===== config.mk =====
export PLATFORM = sky130hd
export DESIGN_NAME = sumermcu_gpio_filter
export DESIGN_NICKNAME = d
export VERILOG_FILES = /design/src/rtl/sumermcu_gpio_filter_pkg.sv /design/src/rtl/sumermcu_gpio_filter_bit.sv /design/src/rtl/sumermcu_gpio_filter.sv
export SDC_FILE = /design/constraint.sdc
export NUM_CORES = 1
export LEC_CHECK = 0
export ABC_AREA = 1
export BUFFER_PORTS_ARGS = -buffer_cell sky130_fd_sc_hd__buf_4
export CORE_MARGIN = 5
export CORE_UTILIZATION = 60
export CTS_BUF_LIST = sky130_fd_sc_hd__clkbuf_16
export DETAILED_ROUTE_END_ITERATION = 8
export PLACE_DENSITY = 0.79
export SYNTH_ARGS = -nofsm -noshare
export SYNTH_HDL_FRONTEND = slang
export SYNTH_SLANG_ARGS = --single-unit

===== constraint.sdc =====
create_clock -name clk -period 2.4 [get_ports clk]
set_input_delay 0.12 -clock clk [delete_from_list [all_inputs] [get_ports clk]]
set_output_delay 0.12 -clock clk [all_outputs]
set_load 0.01 [all_outputs]

===== src/rtl/sumermcu_gpio_filter_pkg.sv =====
// Shared defaults and types for the sumermcu GPIO input filter.
package sumermcu_gpio_filter_pkg;

  localparam int GPIO_WIDTH       = 16;
  localparam int FILT_CNT_W       = 8;
  localparam int FILT_SYNC_STAGES = 2;

  typedef logic [FILT_CNT_W-1:0] filt_cnt_t;

  // Per-bit update selected each cycle by the filter decode.
  typedef enum logic [2:0] {
    ACT_IDLE,
    ACT_BYPASS,
    ACT_CLEAR,
    ACT_COUNT,
    ACT_FLIP
  } filt_act_e;

endpackage


===== src/rtl/sumermcu_gpio_filter_bit.sv =====
// One pin: synchroniser chain, debounce counter, registered level and change pulse.
module sumermcu_gpio_filter_bit
  import sumermcu_gpio_filter_pkg::*;
#(
  parameter int CNT_W       = FILT_CNT_W,
  parameter int SYNC_STAGES = FILT_SYNC_STAGES
) (
  input  logic             clk,
  input  logic             rst,
  input  logic             i_raw,
  input  logic             i_strobe,
  input  logic [CNT_W-1:0] i_thresh,
  output logic             o_pin,
  output logic             o_changed
);

  logic [SYNC_STAGES-1:0] r_sync;
  logic [CNT_W-1:0]       r_cnt;
  logic                   r_pin;
  logic                   r_changed;

  logic                   w_sync;
  logic                   w_bypass;
  logic [CNT_W:0]         w_cnt_inc;
  logic                   w_reached;
  filt_act_e              w_act;

  always_ff @(posedge clk) begin
    if (rst) r_sync <= '0;
    else     r_sync <= {r_sync[SYNC_STAGES-2:0], i_raw};
  end

  assign w_sync    = r_sync[SYNC_STAGES-1];
  assign w_bypass  = (i_thresh == '0);
  // One extra bit so cnt+1 never wraps, even when thresh was lowered below cnt.
  assign w_cnt_inc = {1'b0, r_cnt} + {{CNT_W{1'b0}}, 1'b1};
  assign w_reached = (w_cnt_inc >= {1'b0, i_thresh});

  always_comb begin
    w_act = ACT_IDLE;
    if (w_bypass)              w_act = ACT_BYPASS;
    else if (i_strobe) begin
      if (w_sync == r_pin)     w_act = ACT_CLEAR;
      else if (w_reached)      w_act = ACT_FLIP;
      else                     w_act = ACT_COUNT;
    end
  end

  always_ff @(posedge clk) begin
    if (rst) begin
      r_cnt     <= '0;
      r_pin     <= 1'b0;
      r_changed <= 1'b0;
    end else begin
      case (w_act)
        ACT_BYPASS: begin
          r_pin     <= w_sync;
          r_changed <= (w_sync != r_pin);
          r_cnt     <= '0;
        end
        ACT_CLEAR: begin
          r_cnt     <= '0;
          r_changed <= 1'b0;
        end
        ACT_COUNT: begin
          r_cnt     <= w_cnt_inc[CNT_W-1:0];
          r_changed <= 1'b0;
        end
        ACT_FLIP: begin
          r_pin     <= w_sync;
          r_cnt     <= '0;
          r_changed <= 1'b1;
        end
        default: r_changed <= 1'b0;
      endcase
    end
  end

  assign o_pin     = r_pin;
  assign o_changed = r_changed;

endmodule


===== src/rtl/sumermcu_gpio_filter.sv =====
// GPIO input conditioning: per-pin sync + debounce, shared sample prescaler.
module sumermcu_gpio_filter
  import sumermcu_gpio_filter_pkg::*;
#(
  parameter int WIDTH       = GPIO_WIDTH,
  parameter int CNT_W       = FILT_CNT_W,
  parameter int SYNC_STAGES = FILT_SYNC_STAGES,
  parameter int PRESCALE    = 1
) (
  input  logic             clk,
  input  logic             rst,
  input  logic [WIDTH-1:0] pin_raw,
  input  logic [CNT_W-1:0] thresh,
  output logic [WIDTH-1:0] pin_o,
  output logic [WIDTH-1:0] changed
);

  localparam int PCNT_W = (PRESCALE > 1) ? $clog2(PRESCALE) : 1;
  localparam logic [PCNT_W-1:0] PCNT_LAST = PCNT_W'(PRESCALE - 1);

  logic [PCNT_W-1:0] r_pcnt;
  logic              w_strobe;

  // With PRESCALE == 1 the counter sits at 0 == PCNT_LAST, so strobe is always high.
  assign w_strobe = (r_pcnt == PCNT_LAST);

  always_ff @(posedge clk) begin
    if (rst || w_strobe) r_pcnt <= '0;
    else                 r_pcnt <= r_pcnt + 1'b1;
  end

  for (genvar gi = 0; gi < WIDTH; gi++) begin : g_bit
    sumermcu_gpio_filter_bit #(
      .CNT_W       (CNT_W),
      .SYNC_STAGES (SYNC_STAGES)
    ) u_bit (
      .clk       (clk),
      .rst       (rst),
      .i_raw     (pin_raw[gi]),
      .i_strobe  (w_strobe),
      .i_thresh  (thresh),
      .o_pin     (pin_o[gi]),
      .o_changed (changed[gi])
    );
  end

endmodule


==> results of run 1 <==
==> final timing paths <==
kind | slack, ps | start | end | depth (start not counted)
setup reg to reg | 90 | g_bit[3].u_bit.r_cnt[0] | g_bit[3].u_bit.o_changed | 15
hold / removal | 130 | rst | g_bit[6].u_bit.r_sync[1] | 2
setup / recovery | 90 | g_bit[3].u_bit.r_cnt[0] | g_bit[3].u_bit.o_changed | 15
hold reg to reg | 410 | g_bit[5].u_bit.r_sync[0] | g_bit[5].u_bit.r_sync[1] | 2
==> sequential cells by signal, summed over array words and instances, names as in the netlist <==
signal                 flops
g_bit.u_bit.o_changed     16
g_bit.u_bit.r_sync        32
g_bit.u_bit.o_pin         16
r_pcnt                     1
g_bit.u_bit.r_cnt        128
==> cell families (layout without fill, tap and decap cells) <==
group                      after synthesis  count (layout)
and+or+nand+nor                        915             921
buffers and inverters                  386             416
AOI/OAI and AO/OA                      205             205
DFF                                    193             193
adders and majority gates              144             144
xor gates and xnor gates                84              84
other                                    1               1
==> per-layer routing <==
metal / vias up / track usage / share of wire
li1: 6251 / - / -
met1: 5603 / 0.2940 / 0.44
met2: 297 / 0.4258 / 0.49
met3: 57 / 0.04101 / 0.046
met4: 0 / 0.07514 / 0.020
met5: - / 0 / 0
==> power by group through the flow <==
stage / Sequential, mW / Combinational (mW) / Clock, mW
6_report: 3.30 / 0.709 / 2.81
5_1_grt: 3.31 / 0.805 / 3.00
4_1_cts: 3.29 / 0.695 / 2.85
3_5_place_dp: 3.37 / 0.669 / 0
3_3_place_gp: 3.37 / 0.650 / 0
2_1_floorplan: 3.36 / 0.472 / 0
==> worst max-delay path: stages (launching register included) <==
cell and delay, ps:
dfxtp_4 370, ha_2 200, nand3_2 110, nor2_2 170
xor2_1 210, inv_1 70, ha_1 310, nand2_1 80
inv_1 30, nand2_1 70, nand2_1 50, nand2_1 70
nand2_2 90, nand2_4 120, nand2_1 70, nor3b_2 180
==> per-stage QoR <==
stage          hold slack [ps]  setup TNS [ps]  instances
3_5_place_dp             329.8          -113.7       2187
4_1_cts                  131.9               0       2234
6_report                 128.6               0       2244
2_1_floorplan            227.0               0       1928
5_1_grt                  137.0          -509.1       2244
3_3_place_gp             319.3               0       2187
==> what timing repair did <==
item,CTS,global route
hold buffers,16,0
setup buffers,0,4
gates cloned,0,6
gates resized for setup,1,132
setup endpoints to repair,10,159
endpoints found under the hold margin,16,0
pin swaps,0,23
==> layout by cell type (no fill, tap or decap), types with 12 or more instances in the layout <==
cell type | Yosys | final
dfxtp_2 | 0 | 23
dfxtp_1 | 193 | 166
ha_1 | 144 | 135
xnor2_1 | 27 | 23
buf_4 | 32 | 73
nor2_2 | 1 | 18
dlygate4sd3_1 | 0 | 16
nor3b_1 | 16 | 12
nor2_1 | 224 | 201
a31oi_1 | 16 | 16
xor2_1 | 57 | 47
nand2_1 | 446 | 441
a21oi_1 | 176 | 168
nand4_1 | 129 | 129
nand3_1 | 83 | 70
nand2_4 | 0 | 15
clkbuf_16 | 0 | 17
inv_1 | 283 | 284
==> final cells by class <==
class	instances	share of cell area
clock buffers	17	0.02858
clock inverters	14	0.009332
inverters	285	0.07205
multi-input cells	1355	0.5428
flip-flops and latches	193	0.2625
well taps	280	0.02354
repair buffers	100	0.06120
==> results.tsv, run 1 <==
stage	metric	value	unit
outcome	outcome	completed	
power	power.share.clock	0.412	
setup_path	start_kind	flip-flop	
power	vdd_ir_drop_max	401.8	µV
global_route	grt_pass1_vias	11236	
finish	final_nets	2122	
drt	wire_per_inst	13.62	µm
setup_path	cp-end-kind	flip-flop	
timing	hold_violations	0	
global_route	grt-ovfl-total	0	
drt	wl	30570	µm
clocking	htreeDepth	4	
finish	areaGrowthSynthToFinish	13.11	%
power	p_leak	7.392	nW
logic_synthesis	async_flop_share	0	
logic_synthesis	synth_seq_cells	193	
finish	multiInputGateArea	8078	µm²
finish	drive_above_1_share	0.1212	
logic_synthesis	syn-cell-area	13160	µm²
logic_synthesis	synth_top_family_by_area	simple AND/OR/NAND/NOR gates	
finish	ff_latch_area	3908	µm²
logic_synthesis	synth_edf_count	0	
logic_synthesis	yosysTopAreaCell	dfxtp_1	
placement	place_congestion	0.8727	
timing	slew_violations	0	
setup_path	cp.arrival	2630	ps
drt	dr.pass1.iters	5	
logic_synthesis	yosysWarnings	0	
power	p_comb_frac	0.104	
drt	viasPerCell	5.440	
timing	period_share	0.9628	
power	swShare	0.2611	
finish	fillerInstances	1788	
setup_path	critPathKind	flip-flop to flip-flop	
logic_synthesis	ys_top_cells_by_area	dfxtp_1 29%, ha_1 14%, nand2_1 13%	
placement	hpwl	19370	µm
timing	finalSetupViolCount	0	
drt	drc	0	
global_route	antenna_found_initial	0	
logic_synthesis	yosysSeqAreaShare	0.2936	
power	power_switching	1.780	mW
clocking	clk_pin_slew	70	ps
power	p_seq_frac	0.484	
floorplanning	io_pins	58	
logic_synthesis	synth.mux.area_fraction	0	
logic_synthesis	synth.distinct_cells	25	
finish	final_cell_area	14880	µm²
timing	fmax	432.8	MHz
clocking	cts_tree	yes	
placement	post-place-ws	-57.75	ps
drt	drt_iter0_markers	925	
power	intPower	5.037	mW
min_path	hold_class	input port to flip-flop	
floorplanning	die_x	158.1	µm
logic_synthesis	syn_avg_cell_area	6.824	µm²
finish	finish.utilization	0.6862	
logic_synthesis	yosys-top-cells-count	446 x nand2_1, 283 x inv_1, 224 x nor2_1	
logic_synthesis	synthAdderAreaFrac	0.1369	
floorplanning	dieArea	24990	µm²
clocking	numCtsBuffers	17	
logic_synthesis	yosys_most_used_dff	dfxtp_1	
setup_path	worst_ep_required_time	2720	ps
logic_synthesis	synth_top_area_frac	0.2936	
global_route	grt_start_max_net_pins	95	
finish	diodes	0	
power	p_per_area	458.0	nW/µm²
placement	place_area	13590	µm²
logic_synthesis	yosysMostFrequentCell	nand2_1	
setup_path	path_max_fanout	5	
timing	relSlewSlack	0.4815	
timing	skew	8.660	ps
global_route	track_usage	0.2392	
logic_synthesis	synth-xor-area-share	0.05591	
timing	period_minus_slack	2311	ps
clocking	ctsLongestPathBuffers	2	
floorplanning	initial_core_util	0.6067	
logic_synthesis	synth_compound_area_frac	0.08178	
floorplanning	die_height	158.1	µm
drt	num_vias	12208	
global_route	grt_pass1_wl	50030	µm
timing	tightest_slew	777.7	ps
logic_synthesis	synth-simple-area-share	0.3017	
floorplanning	core_area	21690	µm²
drt	ant_nets	0	
power	finalPower	6.817	mW
clocking	cts_root_buffer	clkbuf_16	
logic_synthesis	syn_inst	1928	
clocking	clk_latency	430	ps
logic_synthesis	syn-num-nets	2098	
timing	fin_ws	89.34	ps
placement	io_buffers	57	
floorplanning	std_cell_rows	54	
job	cap_violations	0	
clocking	cts.sinks	193	
(Power assumes the default switching activity.)
==> run 2, diff against run 1 <==
- CORE_MARGIN: 5 -> 3
==> run 2 against run 1 <==
Worst setup slack lost 20 ps. Sequential share of layout area shrank 0.068 points. Core utilization grew 1.3 points. Non-clock buffer count grew 6. Largest cell class unchanged.
==> results.tsv, run 2 (synthesis gave the netlist of run 1 again) <==
stage	metric	value	unit
drt	dr.pass1.iters	5	
placement	dp_cells	2187	
power	p_seq_frac	0.478	
drt	drc	0	
drt	wl	31840	µm
drt	ant_nets	0	
global_route	grt-ovfl-total	0	
finish	final_nets	2128	
floorplanning	die_x	154.1	µm
clocking	clk_pin_slew	70	ps
clocking	clk_latency	440	ps
clocking	cts_root_buffer	clkbuf_16	
global_route	track_usage	0.2540	
setup_path	path_max_fanout	5	
outcome	outcome	completed	
setup_path	cp.arrival	2620	ps
placement	hpwl	19840	µm
finish	final_common_cell	nand2_1	
power	finalPower	6.887	mW
clocking	htreeDepth	4	
power	power_switching	1.833	mW
timing	period_share	0.9709	
finish	largest_reg_flops	128	
timing	period_minus_slack	2330	ps
timing	fmax	429.1	MHz
drt	num_vias	12297	
timing	tns	0	ps
clocking	cts.sinks	193	
timing	skew	12.49	ps
power	p_leak	7.420	nW
clocking	numCtsBuffers	17	
power	vdd_ir_drop_max	476.1	µV
setup_path	cp-end-kind	flip-flop	
floorplanning	die_height	154.1	µm
clocking	ctsLongestPathBuffers	2	
finish	drive_above_1_share	0.1258	
global_route	antenna_found_initial	0	
power	p_per_area	462.4	nW/µm²
floorplanning	initial_core_util	0.6181	
floorplanning	std_cell_rows	53	
timing	tightest_slew	938.4	ps
floorplanning	io_pins	58	
finish	finish.utilization	0.6996	
finish	top_register	g_bit.u_bit.r_cnt	
timing	hold_violations	0	
power	intPower	5.054	mW
floorplanning	core_area	21290	µm²
job	cap_violations	0	
setup_path	start_kind	flip-flop	
timing	slew_violations	0	
finish	areaGrowthSynthToFinish	13.19	%
setup_path	worst_ep_required_time	2690	ps
min_path	hold_class	input port to flip-flop	
finish	largestRegisters	g_bit.u_bit.r_cnt (128), g_bit.u_bit.r_sync (32)	
finish	diodes	0	
placement	io_buffers	57	
power	power.share.clock	0.418	
power	swShare	0.2662	
timing	finalSetupViolCount	0	
global_route	grt_pass1_vias	11231	
placement	place_congestion	0.8681	
global_route	grt_pass1_wl	51220	µm
clocking	cts_tree	yes	
timing	relSlewSlack	0.3729	
power	p_comb_frac	0.104	
setup_path	critPathKind	flip-flop to flip-flop	
floorplanning	dieArea	23740	µm²
finish	final_cell_mix	439 x nand2_1, 284 x inv_1, 198 x nor2_1	
drt	wire_per_inst	14.18	µm
drt	drt_iter0_markers	786	
global_route	grt_start_max_net_pins	89	
drt	viasPerCell	5.475	
finish	finalNonFillerCells	2246	
[run 2: cell types whose count changed in the layout (fill, tap and decap cells not counted), sizes merged]
cell	previous run	this run
clkinvlp	2	3
buf	84	90
clkinv	5	3
inv	290	292
[run 2: per-stage QoR]
stage,hold WS [ps],setup slack [ps],area (µm²)
6_report,120.7,69.73,14890
5_1_grt,167.6,-69.60,14890
4_1_cts,139.0,30.35,14350
3_5_place_dp,328.1,-14.50,13600
3_3_place_gp,320.9,98.88,13600
2_1_floorplan,227.0,273.1,13160
[run 2: area by class of cell]
cell class                 count  area (µm²)
clock inverter                15       156.4
timing repair buffer         106       930.9
clock buffer                  17       425.4
inverter                     285        1072
multi-input combinational   1355        8064
sequential                   193        3900
fill                        1711        6394
tap                          275       344.1
[run 2: worst paths after layout]
| kind | to | depth (start not counted) | from | slack (ps) |
|---|---|---|---|---|
| setup / recovery | g_bit[15].u_bit.r_cnt[2] | 16 | g_bit[15].u_bit.r_cnt[0] | 70 |
| hold / removal | g_bit[6].u_bit.r_sync[0] | 2 | rst | 120 |
| setup reg to reg | g_bit[15].u_bit.r_cnt[2] | 16 | g_bit[15].u_bit.r_cnt[0] | 70 |
| hold reg to reg | g_bit[12].u_bit.r_sync[1] | 2 | g_bit[12].u_bit.r_sync[0] | 400 |
[run 2: worst max-delay path: stages (launching register included)]
cell and delay (ps):
dfxtp_4 370, ha_2 200, nand3_2 110, xor2_1 230, inv_1 70, ha_1 300
nand2_1 70, nor2_1 100, nand2_1 80, nand3_1 90, nand2_1 60, nand2_1 80
nand2_1 70, nand2_2 90, nand2_2 110, nand4_1 100, a21oi_1 70
[run 2: what timing repair did]
action | 4_1_cts | 5_1_grt
hold buffers | 16 | 0
pin swaps | 0 | 23
endpoints found under the hold margin | 16 | 0
endpoints found under the setup margin | 8 | 158
setup buffers | 0 | 5
gates resized for setup | 2 | 128
cloned | 0 | 6
[run 2: power by group through the flow]
stage | Combinational (mW) | Sequential (mW) | Clock, mW
floorplan | 0.472 | 3.36 | 0
global placement | 0.653 | 3.36 | 0
detailed placement | 0.676 | 3.37 | 0
CTS | 0.700 | 3.29 | 2.91
global route | 0.810 | 3.30 | 3.03
finish | 0.716 | 3.29 | 2.88
[run 2: metal layers]
metal / global-route usage / wire (µm)
met2: 0.4295 / 15240
met3: 0.03940 / 1610
met5: 0 / 0
met4: 0.09546 / 939
met1: 0.3273 / 14050
==> run 3, diff against run 2 <==
- CORE_UTILIZATION: 60 -> 55
- PLACE_DENSITY: 0.79 -> 0.73
==> run 3 against run 2 <==
Via count shrank 1.1%. Total power shrank 1.8%. Largest power group unchanged. Cell count grew 1.8%. Maximum frequency grew 3.3%. Non-clock buffer count grew 10. Worst setup slack gained 75 ps. Clock power shrank 5%. Core utilization shrank 5.2 points. Highest routed layer unchanged. Design area grew 0.24%. Combinational power grew 0.6%.
==> results.tsv, run 3 (synthesis gave the netlist of run 1 again) <==
stage	metric	value	unit
floorplanning	initial_core_util	0.5707	
floorplanning	dieArea	25810	µm²
power	p_leak	7.437	nW
finish	fillerInstances	2015	
global_route	antenna_found_initial	0	
clocking	cts_tree	yes	
placement	io_buffers	57	
clocking	htreeDepth	4	
placement	place_congestion	0.8629	
min_path	holdPathStages	2	
setup_path	worst_ep_required_time	2710	ps
drt	dr.pass1.iters	5	
drt	wl	31260	µm
timing	slew_violations	0	
job	cap_violations	0	
power	vdd_ir_drop_max	388.1	µV
drt	drc	0	
floorplanning	die_height	160.7	µm
clocking	cts.sinks	193	
min_path	hold_class	input port to flip-flop	
floorplanning	io_pins	58	
timing	hold_violations	0	
finish	final_common_cell	nand2_1	
clocking	cts_root_buffer	clkbuf_16	
floorplanning	die_x	160.7	µm
finish	multiInputGateArea	8004	µm²
drt	drt_iter0_markers	874	
finish	final_cell_area	14930	µm²
setup_path	cp.arrival	2570	ps
setup_path	slowest_stage	dfxtp_1	
setup_path	critPathMaxStageDelay	340	ps
finish	drive_above_1_share	0.1221	
finish	final_nets	2132	
floorplanning	std_cell_rows	55	
placement	hpwl	20430	µm
setup_path	crit_chain	buf_4 -> nand3_1 -> nor2_2 -> nand2_1 -> xor2_1 -> inv_1 -> ha_1 -> nand2_1 -> inv_1 -> nand2_1 -> nand2_1 -> nand2_1 -> nand2_1 -> nand2_4 -> nand2_1 -> nor3b_1	
setup_path	crit_buf_inv	3	
global_route	grt-ovfl-total	0	
setup_path	critPathKind	flip-flop to flip-flop	
finish	areaGrowthSynthToFinish	13.47	%
finish	finish.utilization	0.6476	
finish	largestRegisters	g_bit.u_bit.r_cnt (128), g_bit.u_bit.r_sync (32)	
global_route	grt_start_max_net_pins	69	
setup_path	r2r_slack	140	ps
timing	fmax	443.4	MHz
timing	period_share	0.9397	
timing	skew	10.98	ps
floorplanning	core_area	23050	µm²
drt	ant_nets	0	
placement	place_area	13690	µm²
setup_path	worstRegToRegCells	16	
global_route	grt_pass1_vias	11256	
clocking	clk_latency	440	ps
timing	relSlewSlack	0.2703	
setup_path	cp-end-kind	flip-flop	
timing	finalSetupViolCount	0	
setup_path	r2r-end	g_bit[4].u_bit.o_changed	
timing	fin_ws	144.7	ps
setup_path	crit_family	simple AND/OR/NAND/NOR gates	
setup_path	path_max_fanout	10	
clocking	numCtsBuffers	17	
outcome	outcome	completed	
min_path	whs_endpoint	g_bit[11].u_bit.r_sync[0]	
finish	ff_latch_area	3902	µm²
finish	final_cell_mix	441 x nand2_1, 283 x inv_1, 199 x nor2_1	
finish	largest_reg_flops	128	
setup_path	crit_top_cell	nand2_1	
timing	tightest_slew	1092	ps
finish	top_register	g_bit.u_bit.r_cnt	
clocking	ctsLongestPathBuffers	2	
clocking	clk_pin_slew	70	ps
placement	post-place-ws	18.88	ps
setup_path	start_kind	flip-flop	
global_route	track_usage	0.2392	
drt	viasPerCell	5.317	
setup_path	timing.rr.start	g_bit[4].u_bit.r_cnt[0]	
finish	diodes	0	
global_route	grt_pass1_wl	52450	µm
min_path	hold_start	rst	
drt	num_vias	12160	
timing	rsz0062_at_grt	yes	
power	p_per_area	453.2	nW/µm²
drt	wire_per_inst	13.67	µm
timing	period_minus_slack	2255	ps
-- run 3: worst max-delay path by stage --
stage	from	endpoint	slack (ps)	cells after the start
floorplan	g_bit[2].u_bit.r_cnt[0]	g_bit[2].u_bit.o_changed	270	13
global route	g_bit[0].u_bit.r_cnt[0]	g_bit[0].u_bit.o_changed	-40	15
global placement	g_bit[1].u_bit.r_cnt[0]	g_bit[1].u_bit.o_changed	70	15
CTS	g_bit[1].u_bit.r_cnt[0]	g_bit[1].u_bit.r_cnt[0]	6	15
detailed placement	g_bit[15].u_bit.r_cnt[0]	g_bit[15].u_bit.o_changed	20	16
finish	g_bit[4].u_bit.r_cnt[0]	g_bit[4].u_bit.o_changed	140	16
-- run 3: per-layer routing --
layer / part of all wire / up-vias / track usage
met2: 0.48 / 302 / 0.4164
met4: 0.017 / 0 / 0.06075
met3: 0.049 / 33 / 0.03508
met5: 0 / - / 0
li1: - / 6244 / -
met1: 0.46 / 5581 / 0.3112
-- run 3: worst reg2reg max path: stages (launching register included) --
cell and delay, ps:
dfxtp_1 340, buf_4 140, nand3_1 110, nor2_2 200, nand2_1 100, xor2_1 230
inv_1 70, ha_1 270, nand2_1 60, inv_1 30, nand2_1 50, nand2_1 40
nand2_1 50, nand2_1 80, nand2_4 130, nand2_1 80, nor3b_1 140
-- run 3: per-stage QoR --
stage | hold WS, ps | power (mW) | setup TNS, ps | cells
after global placement | 320.6 | 4.023 | 0 | 2231
after CTS | 104.7 | 6.813 | 0 | 2278
final | 101.0 | 6.766 | 0 | 2287
after detailed placement | 328.6 | 4.045 | 0 | 2231
after floorplan | 227.0 | 3.831 | 0 | 1928
after global routing | 123.2 | 7.067 | -363.0 | 2287
-- run 3: layout make-up --
class	count	area share
clock buffers	17	0.02849
repair buffers	116	0.06713
well taps	313	0.02623
inverters	285	0.07182
multi-input cells	1349	0.5361
flip-flops and latches	193	0.2614
clock inverters	14	0.008800
-- run 3: what timing repair did --
item,in CTS,in global routing
pin swaps,0,17
setup endpoints to repair,3,156
resized for setup,3,117
setup buffers,0,9
endpoints found under the hold margin,16,0
hold buffers,16,0
-- run 3: where the power goes --
| part | switching [mW] | internal [mW] |
|---|---|---|
| sequential | 0.0421 | 3.25 |
| clock | 1.31 | 1.44 |
| combinational | 0.466 | 0.254 |
| total | 1.82 | 4.95 |
